<file path="src/rtl/ohm_div_sched.sv">
// ohm_div_sched: time-shares one resistance divider between NCH igniter sense channels.
// Latency: sample to div_valid 2 cycles when idle; one operation per DIV_LAT+2 cycles.
// Backpressure: none; a full holding buffer is overwritten (latest wins) and counted as an overrun.
// Optional: define OHM_SCHED_PRIO_EN to give channel 0 strict priority over the round-robin.
module ohm_div_sched #(
    parameter int NCH     = 4,
    parameter int DIV_LAT = 17,
    parameter int OVR_W   = 8
) (
    input  logic                 i_clk,
    input  logic                 i_rst_n,
    input  logic [NCH-1:0]       i_smp_valid,
    input  logic [NCH*12-1:0]    i_smp_v,
    input  logic [NCH*12-1:0]    i_smp_i,
    output logic                 o_div_valid,
    output logic [11:0]          o_div_v,
    output logic [11:0]          o_div_i,
    input  logic                 i_div_valid_out,
    input  logic [11:0]          i_div_r,
    output logic [NCH-1:0]       o_res_valid,
    output logic [11:0]          o_res_r,
    output logic                 o_res_lowi,
    output logic [NCH*OVR_W-1:0] o_ovr_cnt,
    output logic                 o_busy
);

    localparam int IDX_W = (NCH > 1) ? $clog2(NCH) : 1;
    localparam int CNT_W = $clog2(DIV_LAT + 1);

    typedef enum logic [1:0] {S_IDLE, S_ISSUE, S_WAIT} state_t;

    state_t               r_state;
    logic [IDX_W-1:0]     r_tag;
    logic [IDX_W-1:0]     r_rr;
    logic [CNT_W-1:0]     r_cnt;
    logic                 r_div_valid;
    logic [11:0]          r_div_v;
    logic [11:0]          r_div_i;
    logic [NCH-1:0]       r_res_valid;
    logic [11:0]          r_res_r;
    logic                 r_res_lowi;
    logic                 r_busy;

    logic [NCH-1:0]       r_pend;
    logic [11:0]          r_bv  [NCH];
    logic [11:0]          r_bi  [NCH];
    logic [OVR_W-1:0]     r_ovr [NCH];

    logic                 w_any;
    logic [IDX_W-1:0]     w_sel;
    logic [IDX_W-1:0]     w_rr_nxt;
    logic [NCH-1:0]       w_take;

    // Pick the first pending channel at or after rr in wrap order (channel 0 first when prioritised)
    always_comb begin
        logic [IDX_W:0] w_idx;
        w_any = 1'b0;
        w_sel = '0;
        w_idx = '0;
        for (int k = 0; k < NCH; k++) begin
            w_idx = {1'b0, r_rr} + (IDX_W+1)'(k);
            if (w_idx >= (IDX_W+1)'(NCH)) begin
                w_idx = w_idx - (IDX_W+1)'(NCH);
            end
`ifdef OHM_SCHED_PRIO_EN
            if (!w_any && r_pend[w_idx[IDX_W-1:0]] && (w_idx != '0)) begin
`else
            if (!w_any && r_pend[w_idx[IDX_W-1:0]]) begin
`endif
                w_any = 1'b1;
                w_sel = w_idx[IDX_W-1:0];
            end
        end
`ifdef OHM_SCHED_PRIO_EN
        if (r_pend[0]) begin
            w_any = 1'b1;
            w_sel = '0;
        end
`endif
    end

    // Buffer is handed to the divider on the IDLE->ISSUE edge; rr advances past the grant
    always_comb begin
        w_take   = '0;
        w_rr_nxt = (w_sel == IDX_W'(NCH - 1)) ? '0 : w_sel + 1'b1;
        if ((r_state == S_IDLE) && w_any) begin
            w_take[w_sel] = 1'b1;
        end
    end

    // Per-channel holding buffers; a sample landing on the take edge refills without an overrun
    always_ff @(posedge i_clk or negedge i_rst_n) begin
        if (!i_rst_n) begin
            r_pend <= '0;
            for (int ch = 0; ch < NCH; ch++) begin
                r_bv[ch]  <= '0;
                r_bi[ch]  <= '0;
                r_ovr[ch] <= '0;
            end
        end else begin
            for (int ch = 0; ch < NCH; ch++) begin
                if (i_smp_valid[ch]) begin
                    r_bv[ch]   <= i_smp_v[ch*12 +: 12];
                    r_bi[ch]   <= i_smp_i[ch*12 +: 12];
                    r_pend[ch] <= 1'b1;
                    if (r_pend[ch] && !w_take[ch] && (r_ovr[ch] != '1)) begin
                        r_ovr[ch] <= r_ovr[ch] + 1'b1;
                    end
                end else if (w_take[ch]) begin
                    r_pend[ch] <= 1'b0;
                end
            end
        end
    end

    // Scheduler FSM with registered divider and result outputs
    always_ff @(posedge i_clk or negedge i_rst_n) begin
        if (!i_rst_n) begin
            r_state     <= S_IDLE;
            r_tag       <= '0;
            r_rr        <= '0;
            r_cnt       <= '0;
            r_div_valid <= 1'b0;
            r_div_v     <= '0;
            r_div_i     <= '0;
            r_res_valid <= '0;
            r_res_r     <= 12'h7FF;
            r_res_lowi  <= 1'b0;
            r_busy      <= 1'b0;
        end else begin
            r_div_valid <= 1'b0;
            r_res_valid <= '0;
            case (r_state)
                S_IDLE: begin
                    if (w_any) begin
                        r_tag       <= w_sel;
                        r_div_valid <= 1'b1;
                        r_div_v     <= r_bv[w_sel];
                        r_div_i     <= r_bi[w_sel];
                        r_busy      <= 1'b1;
                        r_state     <= S_ISSUE;
`ifdef OHM_SCHED_PRIO_EN
                        if (w_sel != '0) begin
                            r_rr <= w_rr_nxt;
                        end
`else
                        r_rr <= w_rr_nxt;
`endif
                    end
                end
                S_ISSUE: begin
                    r_cnt   <= CNT_W'(1);
                    r_state <= S_WAIT;
                end
                S_WAIT: begin
                    // Only the divider's result cycle is observed; stray valid_out is ignored
                    if (r_cnt == CNT_W'(DIV_LAT)) begin
                        r_res_valid <= NCH'(1) << r_tag;
                        r_res_r     <= i_div_valid_out ? i_div_r : 12'h7FF;
                        r_res_lowi  <= !i_div_valid_out;
                        r_busy      <= 1'b0;
                        r_state     <= S_IDLE;
                    end else begin
                        r_cnt <= r_cnt + 1'b1;
                    end
                end
                default: begin
                    r_state <= S_IDLE;
                    r_busy  <= 1'b0;
                end
            endcase
        end
    end

    for (genvar g = 0; g < NCH; g++) begin : g_ovr
        assign o_ovr_cnt[g*OVR_W +: OVR_W] = r_ovr[g];
    end

    assign o_div_valid = r_div_valid;
    assign o_div_v     = r_div_v;
    assign o_div_i     = r_div_i;
    assign o_res_valid = r_res_valid;
    assign o_res_r     = r_res_r;
    assign o_res_lowi  = r_res_lowi;
    assign o_busy      = r_busy;

endmodule

</file>
<file path="config.mk">
export PLATFORM = sky130hd
export DESIGN_NAME = ohm_div_sched
export DESIGN_NICKNAME = d
export VERILOG_FILES = /design/src/rtl/ohm_div_sched.sv
export SDC_FILE = /design/constraint.sdc
export NUM_CORES = 1
export LEC_CHECK = 0
export ABC_AREA = 1
export BUFFER_PORTS_ARGS = -buffer_cell sky130_fd_sc_hd__clkbuf_2
export CAP_MARGIN = 20
export CORE_AREA = 2 2 142 144
export CTS_BUF_LIST = sky130_fd_sc_hd__clkbuf_8
export DETAILED_ROUTE_END_ITERATION = 6
export DIE_AREA = 0 0 144 146
export PLACE_DENSITY = 0.78
export SLEW_MARGIN = 20
export SYNTH_ARGS = -nofsm -noshare
export SYNTH_HDL_FRONTEND = slang
export SYNTH_SLANG_ARGS = --single-unit
</file>
<file path="constraint.sdc">
create_clock -name i_clk -period 2.2 [get_ports i_clk]
set_input_delay 0 -clock i_clk [delete_from_list [all_inputs] [get_ports i_clk]]
set_output_delay 0 -clock i_clk [all_outputs]
set_load 0.1 [all_outputs]
</file>
* Yosys cells after proc, flatten, opt, wreduce, memory -nomap -nowiden
Cells that the tools add are included.
** Storage, ports and cells
- Flip-flop bits (word level) :: 186
- Bits of input ports :: 115
- Logic and storage cells :: 152
** Operators by class
- Add/subtract/negate cells :: 13
- $lt $le $gt $ge :: 11
- Equality and inequality tests :: 11
- Shifts and indexed selects :: 1
- Mux-type cells :: 51
- Bitwise operators :: 2
- Reductions and logical operators :: 36
** Operators by type and width (number)
- $mux W12 :: 5
- $bmux W12 S2 :: 2
- $add A8 B1 Y8 const B :: 4
- $ne A8 B8 Y1 const B :: 4
- $mux W2 :: 11
- $mux W1 :: 21
- $reduce_and A2 Y1 :: 8
- $lt A2 B3 Y1 const B :: 5
- $logic_and A1 B1 Y1 :: 13
- $ge A3 B3 Y1 const B :: 4
- $mux W4 :: 3
- $pmux W5 S2 :: 1
- $reduce_bool A2 Y1 :: 5
- $bmux W1 S2 :: 4
- $logic_not A1 Y1 :: 8
- $sub A2 B1 Y2 const B :: 4
- $add A2 B2 Y3 const B :: 2
- $ne A2 B2 Y1 const B :: 3
- $pmux W2 S3 :: 1
- $add A5 B1 Y5 const B :: 1
- $eq A5 B5 Y1 const B :: 1
- $mux W5 :: 1
- $eq A2 B2 Y1 const B :: 2
- $shl A1 B2 Y4 const A :: 1
- 11 further kinds :: 11

* Logic depth before layout (Yosys ltp)
- Depth in word-level cells :: 23
- Mapped depth :: 18
- Mapped depth without buffers :: 17

* Worst setup path after synthesis
Ideal clock, no wire load.
- Path kind :: reg2reg
- Start point :: register r_ovr, in the netlist o_ovr_cnt[1]
- End point :: register r_ovr, in the netlist o_ovr_cnt[5]
- Library setup time :: 0.067 ns
- Arrival time :: 2.199 ns
- Path slack :: -0.066 ns
- Stages on the path, launching flop included :: 9
- Path buffers :: 1
- Clock period less this slack :: 2.266 ns
- Cells stage by stage :: dfrtp_1 ha_1 nand3_1 nor3_1 nand3_1 buf_2 nand3_1 nand2_1 nand2_1
** Between the ends
- Longest elaborated chain between the ends :: 3
** Ends and longest elaborated chain
- from (decl) :: line 47 : logic [OVR_W-1:0] r_ovr [NCH];
- from (signal, indexed assignment) :: line 107 : r_ovr[ch] <= r_ovr[ch] + 1'b1;
- branches (longest 3 deep; another with $add A8 B1 Y8)
Parallel ways; which one is timed is not known.
A chain may end at the register's enable or synchronous reset.

* Worst setup path after layout
- Start point :: register r_rr[0]
- End point :: register r_ovr, in the netlist o_ovr_cnt[9]
** Between the ends
- Longest elaborated chain between the ends :: 23
** Ends and longest elaborated chain
- from (decl) :: line 34 : logic [IDX_W-1:0] r_rr;
- from (signal assigned) :: line 147 : r_rr <= w_rr_nxt;
- branches (longest 18 deep; another with $add A2 B1 Y3)
- $mux W4 (*) :: line 86 : if ((r_state == S_IDLE) && w_any) begin
- $logic_not A1 Y1 (*) :: line 106 : if (r_pend[ch] && !w_take[ch] && (r_ovr[ch] != '1)) begin
- $logic_and A1 B1 Y1 (*) (2 in a row) :: line 106
- $reduce_and A2 Y1 (no source line) (*)
Every way passes the cells marked *. The select of a mux whose other input is x is not followed.

==> results.toml <==
[critical_path]
cp.arrival_ns = 2.55
worst_setup_path_start_kind = "flop"
crit_chain = "inv_4, nand2_1, nand3_2, nand2_2, inv_2, nand2_2, nand2_2, nand2_4, nor2_8, buf_12, nand3_4, nand3_2, nor2_4, nand2_1, nand2_1"
slowest_stage = "dfrtp_2"
worst-r2r-cell-count = 15
worstPathMaxFanout = 8
path_class = "reg -> reg"
crit_cells = 15
crit_buf_inv = 3
crit_end = "o_ovr_cnt[9]"
crit_path_start = "r_rr[0]"
r2r_setup_slack_ns = -0.0009
worstReg2RegEnd = "o_ovr_cnt[9]"
cp.required_ns = 2.55
endpoint_kind = "flop"
critical-path-top-delay-family = "simple AND/OR/NAND/NOR gates"
slowest_delay_ns = 0.47
r2r-start = "r_rr[0]"

[timing]
period_needed_ns = 2.20
tightest_slew_ns = 0.784
hold_violations = 0
fmax_ghz = 0.454
hold_ws_ns = 0.0396
rsz0062_at_grt = "true"
maxSlewHeadroom = 0.477
finClkSkew_ns = 0.0198
slew_viol_final = 0
period_share = 1.00
setup-violations-final = 1
fin_ws_ns = -0.000866

[detailed_routing]
ant_nets = 0
drc = 0
drt_wl_total_um = 26200
route.vias.total = 8232
drt_pass1_iterations = 5
routedWlPerCell_um = 16.2
via_per_inst = 5.08
drtIter0Drc = 621

[power_and_ir_drop]
p_sw_w = 0.00411
finalPower_w = 0.00973
ir_drop_v = 0.000896
switching_share = 0.423
leakagePower_nw = 6.29
p_comb_frac = 0.325
pwr-share-seq = 0.431
clkPwrFrac = 0.244
power.internal_w = 0.00561
power_density_nw_per_um2 = 805

[floorplan]
fp.coreArea_sq_um = 19300
die_area_sq_um = 21000
initial_core_util = 0.445
ios = 190
rows = 51
die_w_um = 144
die_height_um = 146

[clocking]
cts.path.max_buffers = 2
clkLatencyLatePin_ns = 0.46
clockRootBuffer = "clkbuf_8"
clock-sinks = 186
clk_pin_slew_ns = 0.09
cts_tree = "done"
numCtsBuffers = 17
htree_levels = 4

[final_layout]
antenna_cells = 0
final_cell_mix = "nand2_1, clkbuf_2, dfrtp_1"
syn2layout_area_growth_pct = 40.5
final_nets = 1466
drive_gt1_frac = 0.270
final_common_cell = "nand2_1"

[logic_synthesis]
avgSynthCellArea_sq_um = 8.68
syn-num-nets = 1113
synth.distinct_cells = 37
seq_area_frac_synth = 0.543
syn_area_sq_um = 8600
yosysWarnings = 0
synth_seq_cells = 186
syn_inst = 991

[hold_path]
hold_path_depth = 4
hold_path.class = "in -> reg"

[global_route]
grt_max_degree = 74
grt_pass1_vias = 8034
antenna_found_initial = 0
overflow = 0
grt_pass1_wl_um = 40500
grt_usage = 0.245

[placement]
dp_hpwl_um = 16500
pre_cts_slack_ns = -0.0430
io_buffers = 189
gp_congestion = 0.905

[flow_run]
cap_violations = 0

[outcome]
status = "complete, but fails checks"
violations = "setup timing"
==> how the worst min path moves through the flow <==
stage                        start             to  slack (ns)
floorplan                  i_rst_n         o_busy       -0.30
global placement           i_rst_n  o_ovr_cnt[31]        0.07
detailed placement         i_rst_n  o_ovr_cnt[31]        0.06
CTS                 i_smp_valid[2]       r_bv[23]      0.0004
global route        i_smp_valid[2]       r_bv[18]        0.05
finish              i_smp_valid[2]       r_bv[23]        0.04
==> Yosys cell counts (all sizes together) <==
library cell	number	area, sq um
a21oi	2	10.0
and2	1	6.26
buf	17	131
clkbuf	24	90.1
clkinv	1	3.75
dfrtp	175	4380
dfstp	11	289
ha	7	87.6
inv	80	305
nand2	432	1660
nand3	56	350
nand4	31	200
nor2	21	153
nor3	10	50.1
nor4	3	18.8
o211ai	24	230
o21a	2	15.0
o21ai	54	278
o22a	11	96.3
o22ai	4	25.0
xnor2	5	43.8
xor2	20	175
==> area by class of cell <==
class / count / area (sq um)
Multi-Input combinational cell: 683 / 3550
Clock buffer: 19 / 262
Timing Repair Buffer: 375 / 2800
Fill cell: 1561 / 7250
Sequential cell: 186 / 4670
Inverter: 81 / 319
Clock inverter: 13 / 143
Tap cell: 265 / 332
==> cell families after synthesis <==
family / Yosys count / share of synthesized area
AND/OR/NAND/NOR: 554 / 0.284
flip-flops: 186 / 0.543
buffers and inverters: 122 / 0.0617
XOR/XNOR: 25 / 0.0255
adder cells (fa/ha/maj): 7 / 0.0102
AO/OA/AOI/OAI: 97 / 0.0761
==> flip-flops by register name, summed over array words and instances, names as in the netlist, 2 cells and up <==
register,cells
o_res_valid,4
o_res_r,12
r_bi,48
r_state,2
o_div_i,12
r_cnt,5
o_ovr_cnt,32
r_tag,2
o_div_v,12
r_pend,4
r_bv,48
r_rr,2
==> metal layers <==
| layer | global-route usage | up-vias | routed length [um] | share of wire |
|---|---|---|---|---|
| met1 | 0.319 | 3930 | 10800 | 0.41 |
| met3 | 0.0487 | 66 | 1610 | 0.061 |
| li1 | - | 3881 | - | - |
| met2 | 0.398 | 355 | 12900 | 0.49 |
| met4 | 0.106 | 0 | 937 | 0.036 |
| met5 | 0 | - | 0 | 0 |
==> through the flow <==
stage,utilization,cells,instance area [sq um],setup TNS (ns)
2_1_floorplan,-,991,8610,0
4_1_cts,0.608,1608,11800,0
6_report,0.625,1622,12100,-0.000866
3_5_place_dp,0.518,1445,10000,-0.167
5_1_grt,0.625,1622,12100,-4.01
3_3_place_gp,0.518,1445,10000,0
==> tightest hold or removal path: stages <==
cell	delay, ns
clkbuf_2	0.08
buf_4	0.22
nand2_1	0.09
nand2_1	0.05
==> power by group through the flow <==
stage | logic [W] | registers (W) | clock network (W)
after global routing | 0.00333 | 0.00424 | 0.00254
final | 0.00316 | 0.00419 | 0.00237
after global placement | 0.00289 | 0.00422 | 0
after CTS | 0.00313 | 0.00417 | 0.00240
after floorplan | 0.000649 | 0.00584 | 0
after detailed placement | 0.00295 | 0.00423 | 0
==> timing repair <==
action / CTS / global route
setup endpoints to repair: 15 / 55
hold endpoints to repair: 178 / 0
gates resized for setup: 5 / 47
gates cloned: 1 / 2
setup buffers: 1 / 12
hold buffers: 129 / 0
pin swaps: 1 / 31
Note: power is estimated with default switching activity, not from simulation.
